--- config.mk ---
export PLATFORM = sky130hd
export DESIGN_NAME = id_stage_pipe
export DESIGN_NICKNAME = d
export VERILOG_FILES = /design/src/rtl/id_stage_pipe.sv
export SDC_FILE = /design/constraint.sdc
export NUM_CORES = 2
export LEC_CHECK = 0
export ABC_AREA = 1
export ABC_CLOCK_PERIOD_IN_PS = 2700
export CAP_MARGIN = 25
export CELL_PAD_IN_SITES_DETAIL_PLACEMENT = 0
export CELL_PAD_IN_SITES_GLOBAL_PLACEMENT = 1
export CORE_MARGIN = 8
export CORE_UTILIZATION = 51
export DETAILED_ROUTE_END_ITERATION = 8
export DONT_BUFFER_PORTS = 1
export PLACE_DENSITY_LB_ADDON = 0.1
export SLEW_MARGIN = 0
export SYNTH_ARGS = -nofsm -noshare
export SYNTH_HDL_FRONTEND = slang
export SYNTH_SLANG_ARGS = --single-unit
export TNS_END_PERCENT = 50
--- constraint.sdc ---
create_clock -name clk -period 2.7 [get_ports clk]
set_input_delay 0.54 -clock clk [delete_from_list [all_inputs] [get_ports clk]]
set_output_delay 0.54 -clock clk [all_outputs]
set_load 0.01 [all_outputs]
--- src/rtl/id_stage_pipe.sv ---
// id_stage_pipe: instruction-decode stage with register file, load-use
// scoreboard and a valid/ready ID/EX pipeline register.
// Optional feature macro: ID_PERF_CNT_EN (adds stall/flush performance counters).
module id_stage_pipe #(
  parameter int unsigned XLEN     = 32,
  parameter int unsigned NREG     = 32,
  parameter int unsigned CTRL_W   = 16,
  parameter int unsigned LOAD_LAT = 1
) (
  input  logic                     clk,
  input  logic                     rst,
  input  logic                     if_valid,
  output logic                     if_ready,
  input  logic [31:0]              if_inst,
  input  logic [XLEN-1:0]          if_pc,
  input  logic [XLEN-1:0]          if_imm,
  input  logic [CTRL_W-1:0]        if_ctrl,
  input  logic                     if_uses_rs1,
  input  logic                     if_uses_rs2,
  input  logic                     if_mem_read,
  input  logic                     if_reg_write,
  input  logic                     flush,
  output logic                     ex_valid,
  input  logic                     ex_ready,
  output logic [XLEN-1:0]          ex_pc,
  output logic [XLEN-1:0]          ex_imm,
  output logic [XLEN-1:0]          ex_rs1_data,
  output logic [XLEN-1:0]          ex_rs2_data,
  output logic [$clog2(NREG)-1:0]  ex_rs1,
  output logic [$clog2(NREG)-1:0]  ex_rs2,
  output logic [$clog2(NREG)-1:0]  ex_rd,
  output logic [CTRL_W-1:0]        ex_ctrl,
  output logic                     ex_mem_read,
  output logic                     ex_reg_write,
`ifdef ID_PERF_CNT_EN
  output logic [31:0]              perf_stall_cnt,
  output logic [31:0]              perf_flush_cnt,
`endif
  input  logic                     wb_we,
  input  logic [$clog2(NREG)-1:0]  wb_rd,
  input  logic [XLEN-1:0]          wb_data
);

  localparam int unsigned AW    = $clog2(NREG);
  localparam int unsigned CNT_W = 3;

  logic [XLEN-1:0]  rf [NREG];
  logic [AW-1:0]    rs1;
  logic [AW-1:0]    rs2;
  logic [AW-1:0]    rd;
  logic [XLEN-1:0]  rs1_data;
  logic [XLEN-1:0]  rs2_data;
  logic [CNT_W-1:0] sb_cnt;
  logic [AW-1:0]    sb_rd;
  logic             hz;
  logic             advance;
  logic             accept;
  logic             load_issue;
  logic             unused_inst;

  // Register indices sit at fixed instruction positions; only the low AW bits matter.
  assign rs1         = if_inst[15 +: AW];
  assign rs2         = if_inst[20 +: AW];
  assign rd          = if_inst[7 +: AW];
  assign unused_inst = ^if_inst;

  // Operand read: x0 is hard zero, a same-cycle writeback is forwarded.
  always_comb begin
    rs1_data = '0;
    rs2_data = '0;
    if (rs1 != '0) begin
      if (wb_we && (wb_rd == rs1)) rs1_data = wb_data;
      else                         rs1_data = rf[rs1];
    end
    if (rs2 != '0) begin
      if (wb_we && (wb_rd == rs2)) rs2_data = wb_data;
      else                         rs2_data = rf[rs2];
    end
  end

  // Stall only when a used operand matches an outstanding load destination.
  assign hz = (sb_cnt != '0) && (sb_rd != '0) &&
              ((if_uses_rs1 && (rs1 == sb_rd)) || (if_uses_rs2 && (rs2 == sb_rd)));

  assign advance    = !ex_valid || ex_ready;
  assign if_ready   = !hz && advance;
  assign accept     = if_valid && if_ready && !flush;
  assign load_issue = accept && if_mem_read && if_reg_write && (rd != '0);

  // Architectural register file, x0 never written.
  always_ff @(posedge clk or negedge rst) begin
    if (!rst) begin
      for (int unsigned i = 0; i < NREG; i++) rf[AW'(i)] <= '0;
    end else if (wb_we && (wb_rd != '0)) begin
      rf[wb_rd] <= wb_data;
    end
  end

  // ID/EX pipeline register: flush > advance (capture or bubble) > hold.
  always_ff @(posedge clk or negedge rst) begin
    if (!rst) begin
      ex_valid     <= 1'b0;
      ex_pc        <= '0;
      ex_imm       <= '0;
      ex_rs1_data  <= '0;
      ex_rs2_data  <= '0;
      ex_rs1       <= '0;
      ex_rs2       <= '0;
      ex_rd        <= '0;
      ex_ctrl      <= '0;
      ex_mem_read  <= 1'b0;
      ex_reg_write <= 1'b0;
    end else if (flush) begin
      ex_valid     <= 1'b0;
      ex_mem_read  <= 1'b0;
      ex_reg_write <= 1'b0;
    end else if (advance) begin
      ex_valid <= accept;
      if (accept) begin
        ex_pc        <= if_pc;
        ex_imm       <= if_imm;
        ex_rs1_data  <= rs1_data;
        ex_rs2_data  <= rs2_data;
        ex_rs1       <= rs1;
        ex_rs2       <= rs2;
        ex_rd        <= rd;
        ex_ctrl      <= if_ctrl;
        ex_mem_read  <= if_mem_read;
        ex_reg_write <= if_reg_write;
      end else begin
        ex_mem_read  <= 1'b0;
        ex_reg_write <= 1'b0;
      end
    end
  end

  // Load-use scoreboard: newest load wins, counts down while EX advances.
  always_ff @(posedge clk or negedge rst) begin
    if (!rst) begin
      sb_cnt <= '0;
      sb_rd  <= '0;
    end else if (flush) begin
      sb_cnt <= '0;
      sb_rd  <= '0;
    end else if (load_issue) begin
      sb_cnt <= CNT_W'(LOAD_LAT);
      sb_rd  <= rd;
    end else if ((sb_cnt != '0) && ex_ready) begin
      sb_cnt <= sb_cnt - CNT_W'(1);
    end
  end

`ifdef ID_PERF_CNT_EN
  // Free-running stall and flush event counters.
  always_ff @(posedge clk or negedge rst) begin
    if (!rst) begin
      perf_stall_cnt <= '0;
      perf_flush_cnt <= '0;
    end else begin
      if (if_valid && !if_ready && !flush) perf_stall_cnt <= perf_stall_cnt + 32'd1;
      if (flush)                           perf_flush_cnt <= perf_flush_cnt + 32'd1;
    end
  end
`endif

endmodule

# Yosys cells after proc, flatten, opt, wreduce, memory -nomap -nowiden
# Cells that the tools add are included.
# W data, S select, Z words.
[classes] n_shift=0 magnitude_cmp=4 n_eq_ne=4 n_reduce_logical=30 add_sub_neg=1 n_mux=26 n_div=0 mul=0 bitwise_logic=4
[op_table] op="$bwmux W1024" n=1
[op_table] op="$bmux W32 S5" n=2
[op_table] op="$mux W32" n=9
[op_table] op="$demux W32 S5" n=1
[op_table] op="$reduce_bool A5 Y1" n=5
[op_table] op="$eq A5 B5 Y1" n=4
[op_table] op="$ge A6 B6 Y1 const B" n=3
[op_table] op="$not A5 Y6" n=3
[op_table] op="$logic_and A1 B1 Y1" n=15
[op_table] op="$mux W5" n=2
[op_table] op="$mux W3" n=3
[op_table] op="$mux W1" n=8
[op_table] op="$lt A6 B1 Y1 const B" n=1
[op_table] op="$reduce_bool A3 Y1" n=2
[op_table] op="$reduce_bool A2 Y1" n=2
[op_table] op="$logic_not A1 Y1" n=3
[op_table] op="$reduce_and A3 Y1" n=1
[op_table] op="$sub A3 B1 Y3 const B" n=1
[op_table] op="$logic_or A1 B1 Y1" n=2
[op_table] op="$not A1 Y1" n=1
[word_totals] mem_bits_rw=0 reg_bits=1194 word_cells=114 mem_bits_ro=0 latchBits=0 out_inout_bits=163 n_memories=0

# Depth between registers and ports, before layout
[logic_depth] word_depth=13 ltp_mapped=15

# Worst setup path before layout
# OpenSTA, ideal clock, no wires.
[synth_timing] kind="input-to-output" startpoint="input if_inst[24]" endpoint="output if_ready" arrival_time_ns=1.552 cell_stages=9 slack_ns=0.608 n_path_buf=2 required_time_ns=2.160 cell_sequence="buf_2 clkinv_1 nand2_1 nand2_1 nor2_1 nand3_1 nand2_1 a21oi_1 clkbuf_1"
[synth_via] elab_chain_cells=6
[synth_lines] item="start: declaration" line_no="14" rtl="input logic [31:0] if_inst,"
[synth_lines] item="$eq A5 B5 Y1" line_no="83" rtl="((if_uses_rs1 && (rs1 == sb_rd)) || (if_uses_rs2 && (rs2 == sb_rd)));"
[synth_lines] item="$logic_and A1 B1 Y1" line_no="83"
[synth_lines] item="$logic_or A1 B1 Y1" line_no="83"
[synth_lines] item="$logic_and A1 B1 Y1" line_no="82" rtl="assign hz = (sb_cnt != '0) && (sb_rd != '0) &&"
[synth_lines] item="$logic_not A1 Y1" line_no="86" rtl="assign if_ready = !hz && advance;"
[synth_lines] item="$logic_and A1 B1 Y1" line_no="86"
[synth_lines] item="end: declaration" line_no="13" rtl="output logic if_ready,"
# No other way between the ends.

# Worst setup path after layout
[layout_timing] startpoint="input if_inst[16]" endpoint="register ex_rs1_data[21]"
[layout_via] elab_chain_cells=9 word_cells_on_any_way=18
[layout_lines] item="parallel branches: the longest is 9 deep, another holds $bmux W32 S5"
[layout_lines] item="end signal: assignment" line_no="122" rtl="ex_rs1_data <= rs1_data;"
[layout_lines] item="end: declaration" line_no="27" rtl="output logic [XLEN-1:0] ex_rs1_data,"
# Parallel ways; which one is timed is not known. The select of a mux whose other input is x is not followed.
# A chain may end at the register's enable or synchronous reset.

==> results.md <==
* Num ports at 322
* Lkg Pwr at 32.9 nW
* DR iter-0 viols at 8,461
* Routed vias/inst at 6.10
* Layout Cells excl Fill at 9,993
* Worst path required time at 3360 ps
* Setup-failing EPs final at 21
* Crit path max fanout at 426
* CP startpoint kind: input pin
* Root Buffer: clkbuf_16
* Starting density of the core at 51.3%
* Final Cycle Share at 106%
* DR pass1 iterations at 7
* Design area at 71,000 sq um
* Cell Chain, Critical Path: o211ai_1 -> nand3_1 -> nand3_1 -> nand2_1 -> nand2_1 -> nand2_1 -> nand3_1 -> nand2_1
* Antenna Nets Post-Route at 0
* Critical path's slowest cell: o211ai_1
* Final hold violations at 40
* Layout cells sized above 1 at 5.74%
* Power Total at 52.4 mW
* Chip Width at 368 um
* TritonCTS clock tree: yes
* Ys Warns at 0
* Inserted Clock Buffers at 139
* Worst hold path class: input pin to async pin
* Fin crit period at 2850 ps
* Vias post-DR at 60,900
* First-pass GRT wire length at 358 mm
* WP data arrival at 3510 ps
* Crit. End Element: flip-flop
* Avg WL per Cell at 24.8 um
* F_max at 351 MHz
* Worst-skew pair later-pin latency at 790 ps
* Largest net degree at the start of global routing at 934
* Clk sink count at 1,194
* Placement Setup Slack at -428 ps
* Setup tns final at -575 ps
* Die area at 136,000 sq um
* Worst-margin pin slew at 2780 ps
* Overall routed net length at 248 mm
* VDD IR max at 717 uV
* Clk_skew at 21.4 ps
* Register area share after synthesis at 47.3%
* DP Wirelength at 127 mm
* CTS Buffer Depth at 3
* GRT Util Overall at 34.1%
* Final WS setup at -151 ps
* Port Buf Inserts at 0
* Cell variety after synth at 27
* H-tree levels at 4
* Gp weighted congestion at 0.832
* Clk slew on worst S/H paths at 60 ps
* Syn Nets at 8,750
* Vias in the first global route at 55,900
* Filler cells at 11,600
* Syn Area/Cell at 7.36 sq um
* Status: complete, but fails checks
* Setup Crit Path Kind: input pin to flip-flop
* Total gr overflow at 0
* Core area at 123,000 sq um
* Die Y at 368 um
* Syn-to-layout area delta at 12.2%
* Final #Nets at 8,407
* Cells after Synth at 8,589
* Pins Over Slew Limit at 279
* Register bit total from synthesis at 1,194
* Crit-path max cell delay at 800 ps
* Area after DPL at 64,400 sq um
* PwrDens at 739 nW/um^2
* Relative slew slack at -85.0%
* Failing checks: hold timing, slew limit, setup timing
* Antenna violations before repair at 7
* Max-cap check violation count at 0
* Rows at 129
* Placed Cells at 9,593
* Post-Syn Area at 63,200 sq um
* Crit-path most repeated cell: nand2_1
* Min Hold Slack at -158 ps
* Residual DRC at 0
[cells in the mapped netlist, drive strengths merged]
library cell | number | share of area, %
a21oi | 570 | 4.5
a221oi | 1 | 0.014
buf | 264 | 1.9
clkbuf | 529 | 3.1
clkinv | 2 | 0.012
dfrtp | 1194 | 47
ha | 2 | 0.040
inv | 547 | 3.2
nand2 | 2519 | 15
nand3 | 754 | 6.0
nand4 | 3 | 0.030
nor2 | 317 | 1.9
nor3 | 13 | 0.14
nor4 | 3 | 0.053
o211ai | 489 | 5.8
o21ai | 1374 | 11
o22ai | 6 | 0.059
xor2 | 2 | 0.028
[where the power goes]
part	switching, mW	internal [mW]
combinational	5.58	3.36
clock	7.90	11.9
sequential	2.46	21.2
[what timing repair did]
action	4_1_cts	5_1_grt
setup endpoints to repair	0	254
resized for setup	0	8
setup buffers	0	1
hold buffers	122	10
hold endpoints to repair	556	283
[worst max-delay path, delay by kind of cell]
family	cells	cell delay [ps]
simple gates	7	850
compound gates	1	800
[kinds of logic (layout without fill, tap and decap cells)]
| logic type | after synthesis | in the layout | synth area share (%) |
|---|---|---|---|
| DFF | 1194 | 1194 | 47.3 |
| xor gates and xnor gates | 2 | 2 | 0.0277 |
| and+or+nand+nor | 3609 | 3609 | 23.1 |
| AOI/OAI and AO/OA | 2440 | 2440 | 21.3 |
| adders and majority gates | 2 | 2 | 0.0396 |
| other | 0 | 4 | 0 |
| buffers and inverters | 1342 | 1105 | 8.35 |
[metal layers]
| metal | up-vias | global-route usage, % | wire, um |
|---|---|---|---|
| met5 | - | 0 | 26 |
| met4 | 4 | 14.0 | 11000 |
| met3 | 626 | 7.10 | 26600 |
| met2 | 3216 | 52.4 | 110000 |
| met1 | 29300 | 47.2 | 101000 |
| li1 | 27800 | - | - |
[area by class of cell]
cell class	instances	area (sq um)	share of cell area [%]
antenna	4	10.0	0.0141
tap	1637	2050	2.89
sequential	1194	29900	42.1
clock buffer	201	4160	5.85
timing repair buffer	309	3870	5.45
clock inverter	46	599	0.844
multi-input combinational	6053	28300	39.9
inverter	549	2080	2.93
[flip-flops by register name, summed over array words and instances (netlist names), 5 cells and up]
register and count:
ex_rs2_data 32, ex_rs2 5, rf 1024, ex_rs1 5, ex_pc 32, ex_rs1_data 32
sb_rd 5, ex_imm 32, ex_rd 5, ex_ctrl 16
[final timing paths]
kind / start / slack (ps) / to / cells past startpoint
min reg2reg: rf[1003] / 380 / rf[1003] / 0
min in group clk: if_reg_write / 60 / sb_rd[4] / 4
max reg2reg: sb_rd[1] / 150 / sb_cnt[0] / 10
min: rst / -160 / rf[543] / 2
max in group asynchronous: rst / 230 / rf[270] / 6
max: if_inst[16] / -150 / ex_rs1_data[21] / 8
[placed cells by master, fill, tap and decap left out, types with 2 or more instances in the layout]
cell type	netlist	routed
nor4_1	2	2
dlygate4sd3_1	0	128
ha_1	2	2
nand2_1	2519	2492
o21ai_1	77	78
dfrtp_1	1194	1192
nor2_2	4	2
o21ai_0	1297	1296
nor3_2	5	5
xor2_1	2	2
o22ai_1	6	6
nand4_1	3	3
dfrtp_2	0	2
buf_16	0	14
buf_4	2	95
inv_4	0	5
nand2_2	0	6
buf_12	0	62
nand3_2	1	2
clkbuf_1	529	21
clkbuf_16	0	152
inv_6	0	9
clkinv_2	0	23
nor3_1	8	8
inv_1	535	526
a21oi_1	570	569
inv_2	12	16
nand2_4	0	21
clkbuf_8	0	38
bufinv_16	0	13
diode_2	0	4
nor2_4	1	9
o211ai_1	489	489
nand3_1	753	751
nor2_1	312	306
[per-stage QoR]
stage,util (%),hold WS (ps)
floorplan,-,244
global placement,52.2,247
detailed placement,52.2,247
CTS,57.1,-593
global route,57.6,12.1
finish,57.6,-158
No activity file was read; power rests on OpenSTA's default activity.
